===== config.mk =====
export PLATFORM = sky130hd
export DESIGN_NAME = pipe_stage_skid
export DESIGN_NICKNAME = d
export VERILOG_FILES = /design/src/rtl/pipe_pkg.sv /design/src/rtl/pipe_perf_cnt.sv /design/src/rtl/pipe_stage_skid.sv
export SDC_FILE = /design/constraint.sdc
export NUM_CORES = 1
export LEC_CHECK = 0
export ABC_AREA = 1
export BUFFER_PORTS_ARGS = -buffer_cell sky130_fd_sc_hd__buf_2
export CAP_MARGIN = 5
export CORE_ASPECT_RATIO = 0.6
export CORE_MARGIN = 3
export CORE_UTILIZATION = 49
export CTS_BUF_LIST = sky130_fd_sc_hd__clkbuf_2 sky130_fd_sc_hd__clkbuf_4 sky130_fd_sc_hd__clkbuf_8
export CTS_CLUSTER_SIZE = 20
export DETAILED_ROUTE_END_ITERATION = 6
export PLACE_DENSITY = 0.79
export SYNTH_ARGS = -nofsm -noshare
export SYNTH_HDL_FRONTEND = slang
export SYNTH_SLANG_ARGS = --single-unit

===== constraint.sdc =====
create_clock -name clk -period 1.3 [get_ports clk]
set_input_delay 0.26 -clock clk [delete_from_list [all_inputs] [get_ports clk]]
set_output_delay 0.26 -clock clk [all_outputs]
set_load 0.005 [all_outputs]

===== src/rtl/pipe_pkg.sv =====
// Shared definitions for the pipeline-stage slice.
//   skid_state_e : occupancy state of the skid stage (EMPTY/HALF/FULL)
//   NOP_WORD     : the all-zero word driven on the data outputs as a bubble.
//                  Narrow it to the target width with a size cast.
package pipe_pkg;

  typedef enum logic [1:0] {
    ST_EMPTY = 2'd0,  // nothing held
    ST_HALF  = 2'd1,  // output register holds one beat
    ST_FULL  = 2'd2   // output register and skid register both hold beats
  } skid_state_e;

  localparam int unsigned      MAX_WORD_W = 64;
  localparam logic [MAX_WORD_W-1:0] NOP_WORD = '0;

endpackage


===== src/rtl/pipe_perf_cnt.sv =====
// Performance counters for the skid stage output port.
//   clk, rst   : clock and synchronous active-high reset (clears both counters)
//   dn_valid   : downstream beat present
//   dn_ready   : downstream accepts the beat
//   stall_cnt  : cycles with a beat present but not accepted
//   bubble_cnt : cycles with no beat present (reset cycles are excluded)
// Both counters wrap modulo 2^CNT_W. Flush does not touch them.
module pipe_perf_cnt #(
  parameter int CNT_W = 32
) (
  input  logic             clk,
  input  logic             rst,
  input  logic             dn_valid,
  input  logic             dn_ready,
  output logic [CNT_W-1:0] stall_cnt,
  output logic [CNT_W-1:0] bubble_cnt
);

  always_ff @(posedge clk) begin
    if (rst) begin
      stall_cnt  <= '0;
      bubble_cnt <= '0;
    end else begin
      if (dn_valid && !dn_ready) stall_cnt  <= stall_cnt + CNT_W'(1);
      if (!dn_valid)             bubble_cnt <= bubble_cnt + CNT_W'(1);
    end
  end

endmodule


===== src/rtl/pipe_stage_skid.sv =====
// Fully registered pipeline stage with a one-entry skid buffer, carrying an
// instruction address/word pair.
//   clk, rst              : clock, synchronous active-high reset
//   flush                 : drop every held and incoming beat on the next edge
//   up_valid/up_ready     : upstream handshake (up_ready is a flop output)
//   up_pc/up_inst         : upstream beat
//   dn_valid/dn_ready     : downstream handshake
//   dn_pc/dn_inst         : downstream beat, all-zero when dn_valid=0
//   stall_cnt/bubble_cnt  : perf counters
// Config macro PIPE_STAGE_PERF_CNT_EN: when defined, pipe_perf_cnt drives the
// counters; otherwise the counter ports are tied to zero.
module pipe_stage_skid
  import pipe_pkg::*;
#(
  parameter int PC_W   = 32,
  parameter int INST_W = 32,
  parameter int CNT_W  = 32
) (
  input  logic              clk,
  input  logic              rst,
  input  logic              flush,
  input  logic              up_valid,
  output logic              up_ready,
  input  logic [PC_W-1:0]   up_pc,
  input  logic [INST_W-1:0] up_inst,
  output logic              dn_valid,
  input  logic              dn_ready,
  output logic [PC_W-1:0]   dn_pc,
  output logic [INST_W-1:0] dn_inst,
  output logic [CNT_W-1:0]  stall_cnt,
  output logic [CNT_W-1:0]  bubble_cnt
);

  skid_state_e       state, nstate;
  logic [PC_W-1:0]   out_pc, skid_pc;
  logic [INST_W-1:0] out_inst, skid_inst;

  logic xfer_in, xfer_out;
  logic load_out_up, load_out_skid, clr_out, load_skid, clr_skid;

  assign dn_valid = (state != ST_EMPTY);
  assign dn_pc    = out_pc;
  assign dn_inst  = out_inst;

  assign xfer_in  = up_valid & up_ready;
  assign xfer_out = dn_valid & dn_ready;

  always_comb begin
    nstate        = state;
    load_out_up   = 1'b0;
    load_out_skid = 1'b0;
    clr_out       = 1'b0;
    load_skid     = 1'b0;
    clr_skid      = 1'b0;
    unique case (state)
      ST_EMPTY: begin
        if (xfer_in) begin
          nstate      = ST_HALF;
          load_out_up = 1'b1;
        end
      end
      ST_HALF: begin
        if (xfer_in && xfer_out) begin
          load_out_up = 1'b1;
        end else if (xfer_in) begin
          nstate    = ST_FULL;
          load_skid = 1'b1;
        end else if (xfer_out) begin
          nstate  = ST_EMPTY;
          clr_out = 1'b1;   // keep the bubble a zero word
        end
      end
      ST_FULL: begin
        // up_ready is low here, so only the drain side can move.
        if (xfer_out) begin
          nstate        = ST_HALF;
          load_out_skid = 1'b1;
          clr_skid      = 1'b1;
        end
      end
      default: nstate = ST_EMPTY;
    endcase
  end

  // Reset and flush produce the same state; reset simply wins the priority.
  always_ff @(posedge clk) begin
    if (rst || flush) begin
      state     <= ST_EMPTY;
      up_ready  <= 1'b1;
      out_pc    <= PC_W'(NOP_WORD);
      out_inst  <= INST_W'(NOP_WORD);
      skid_pc   <= PC_W'(NOP_WORD);
      skid_inst <= INST_W'(NOP_WORD);
    end else begin
      state    <= nstate;
      // Registered from next state, so there is no dn_ready -> up_ready path.
      up_ready <= (nstate != ST_FULL);
      if (load_out_up) begin
        out_pc   <= up_pc;
        out_inst <= up_inst;
      end else if (load_out_skid) begin
        out_pc   <= skid_pc;
        out_inst <= skid_inst;
      end else if (clr_out) begin
        out_pc   <= PC_W'(NOP_WORD);
        out_inst <= INST_W'(NOP_WORD);
      end
      if (load_skid) begin
        skid_pc   <= up_pc;
        skid_inst <= up_inst;
      end else if (clr_skid) begin
        skid_pc   <= PC_W'(NOP_WORD);
        skid_inst <= INST_W'(NOP_WORD);
      end
    end
  end

`ifdef PIPE_STAGE_PERF_CNT_EN
  pipe_perf_cnt #(.CNT_W(CNT_W)) u_perf (
    .clk        (clk),
    .rst        (rst),
    .dn_valid   (dn_valid),
    .dn_ready   (dn_ready),
    .stall_cnt  (stall_cnt),
    .bubble_cnt (bubble_cnt)
  );
`else
  assign stall_cnt  = '0;
  assign bubble_cnt = '0;
`endif

endmodule


==> impl_metrics.env <==
export IMPL_powerDensity_nw_per_um2=1030
export IMPL_min_delay_start="up_pc[20]"
export IMPL_via_per_inst=5.58
export IMPL_clock_latency_ns=0.44
export IMPL_antenna_cells=0
export IMPL_timing_rr_start="state[0]"
export IMPL_synthesis_area_um2=7180
export IMPL_ir_drop_mv=0.763
export IMPL_synth_seq_cells=131
export IMPL_grt_pass1_wl_um=37300
export IMPL_final_cell_area_um2=9610
export IMPL_cp_startpoint="state[0]"
export IMPL_cp_max_fo=15
export IMPL_top_layer="met4"
export IMPL_clock_sinks=131
export IMPL_synth_seq_area_share=0.365
export IMPL_slew_violations=0
export IMPL_cts_hold_buf=0
export IMPL_antenna_found_initial=0
export IMPL_firstDrtPassIters=6
export IMPL_dp_hpwl_um=13800
export IMPL_critical_path_class="flop to flop"
export IMPL_hold_class="primary input to flop"
export IMPL_drive_above_1_share=0.276
export IMPL_numPortBuffers=134
export IMPL_h_tree_depth=4
export IMPL_row_count=33
export IMPL_yosysUniqueCellTypes=18
export IMPL_io_pins=199
export IMPL_synthFlopType="dfxtp_1"
export IMPL_ant_nets=0
export IMPL_synthCells=1090
export IMPL_grt_usage=0.285
export IMPL_cp_common_cell="buf_12"
export IMPL_total_power_mw=9.85
export IMPL_utilization=0.686
export IMPL_nets=1303
export IMPL_grt_max_degree=49
export IMPL_pwr_share_seq=0.425
export IMPL_status="finished with violations"
export IMPL_synth_area_leaders="dfxtp_1 37%, nand4_1 17%, nor2_1 10%, inv_1 7.0%, nand2_1 7.0%"
export IMPL_chipHeight_um=99.8
export IMPL_drt_iter0_drc=1122
export IMPL_dieArea_um2=16200
export IMPL_wirelength_met1_um=10100
export IMPL_overflow=0
export IMPL_crit_chain="inv_2 > buf_12 > nor2_4 > buf_12 > bufbuf_16 > nand4_1 > a21oi_2"
export IMPL_routed_wl_um=24600
export IMPL_slowest_delay_ns=0.39
export IMPL_regArea_um2=2630
export IMPL_cts_buffers=17
export IMPL_cts_buffer_depth=2
export IMPL_dpl_worst_slack_ns=-0.187
export IMPL_pwr_share_comb=0.197
export IMPL_p_switching_mw=2.77
export IMPL_whs_ns=0.0952
export IMPL_synth_edf_count=0
export IMPL_violations="negative setup slack"
export IMPL_n_fill_cell=1128
export IMPL_cp_required_ns=1.68
export IMPL_switching_share=0.281
export IMPL_period_needed_ns=1.53
export IMPL_synth_top_area_cell="dfxtp_1"
export IMPL_p_int_mw=7.08
export IMPL_yosysTopAreaCellShare=0.365
export IMPL_hold_viol=0
export IMPL_rsz0062_at_grt="true"
export IMPL_cts_tree="built"
export IMPL_maxCapViolations=0
export IMPL_setup_worst_path_start_class="flop"
export IMPL_critPathArrivalTime_ns=1.91
export IMPL_wl_met3_um=3140
export IMPL_place_area_um2=8260
export IMPL_ys_top_cells_by_count="194 x nand4_1, 194 x nor2_1, 134 x inv_1"
export IMPL_timing_critical_path_slowest_stage_cell="dfxtp_4"
export IMPL_die_w_um=162
export IMPL_dr_wl_met2_um=10800
export IMPL_worst_setup_path_end_kind="flop"
export IMPL_finalClockSkew_ns=0.00714
export IMPL_pwr_share_clk=0.378
export IMPL_timing_fmax_mhz=652
export IMPL_wire_per_inst_um=17.1
export IMPL_coreArea_um2=14000
export IMPL_cts_root_buf="clkbuf_8"
export IMPL_grt_pass1_vias=7071
export IMPL_p_leak_nw=4.39
export IMPL_ys_warn_count=0
export IMPL_fin_crit_sh=1.18
export IMPL_setup_viol=129
export IMPL_fin_ws_ns=-0.234
export IMPL_globalplace_congestion=0.852
export IMPL_multi_input_area_um2=3690
export IMPL_vias=8010
export IMPL_start_util=0.513
export IMPL_area_delta_synth_final_pct=33.8
export IMPL_drc=0
export IMPL_synthArstFlopShare=0
export IMPL_clk_pin_slew_ns=0.07
export IMPL_avgSynthCellArea_um2=6.59
[final timing paths]
kind                  to  slack, ns  cells past startpoint
max          skid_pc[26]      -0.23                      7
max reg2reg  skid_pc[26]      -0.23                      7
min          skid_pc[20]        0.1                      3
min reg2reg   skid_pc[1]       0.48                      2
[cell usage in the layout, fill, tap and decap left out, drive strengths merged]
| cell type | instances |
|---|---|
| buf | 221 |
| nor2 | 195 |
| nand4 | 194 |
| inv | 135 |
| nand2 | 133 |
| dfxtp | 131 |
| nand3 | 66 |
| a21oi | 65 |
| conb | 64 |
| clkbuf | 27 |
| bufbuf | 4 |
| bufinv | 3 |
| clkinv | 2 |
| o211ai | 2 |
| o21ai | 1 |
| o31ai | 1 |
[registers in the layout, summed over array words and instances, names as in the netlist]
register and cells:
up_ready 1, skid_inst 32, dn_pc 32, dn_inst 32, state 2, skid_pc 32
[final cells by class]
| class | instances | share of cell area |
|---|---|---|
| Tap cell | 192 | 0.0250 |
| Timing Repair Buffer | 228 | 0.221 |
| Inverter | 135 | 0.0530 |
| Clock inverter | 5 | 0.0104 |
| Clock buffer | 24 | 0.0324 |
| Multi-Input combinational cell | 721 | 0.384 |
| Sequential cell | 131 | 0.274 |
[power groups by stage]
stage / combinational (mW) / clock (mW) / sequential, mW
global placement: 1.47 / 0 / 4.27
global route: 2.10 / 3.92 / 4.19
CTS: 1.78 / 3.73 / 4.18
floorplan: 1.01 / 0 / 4.28
detailed placement: 1.48 / 0 / 4.27
finish: 1.94 / 3.73 / 4.18
[logic make-up (layout without fill, tap and decap cells)]
family                 after synthesis  in the layout  share of synthesized area
DFF                                131            131                      0.365
buffers and inverters              301            392                      0.198
AOI/OAI and AO/OA                   69             69                     0.0498
and+or+nand+nor                    588            588                      0.387
other                                1             64                   0.000522
[worst max-delay path: cells and delay by family (launching register included)]
kind                   cells  cell delay, ns
buffers and inverters      4            0.69
AND/OR/NAND/NOR            2            0.23
AO/OA/AOI/OAI              1            0.16
flip-flops                 1            0.39
[routing by layer]
metal / global-route usage / up-vias
met5: 0 / -
met3: 0.0775 / 80
met1: 0.403 / 3599
met2: 0.432 / 564
met4: 0.0721 / 0
li1: - / 3767
[stage by stage]
stage / cells / TNS, ns
finish: 1436 / -17.80
global route: 1436 / -25.61
CTS: 1434 / -14.90
detailed placement: 1379 / -17.42
global placement: 1379 / -12.33
floorplan: 1153 / -0.519
[repair_timing]
action,4_1_cts,5_1_grt
setup buffers,15,0
cloned,12,3
endpoints found under the setup margin,130,133
pin swaps,41,53
resized for setup,61,70
No activity file was read; power rests on OpenSTA's default activity.
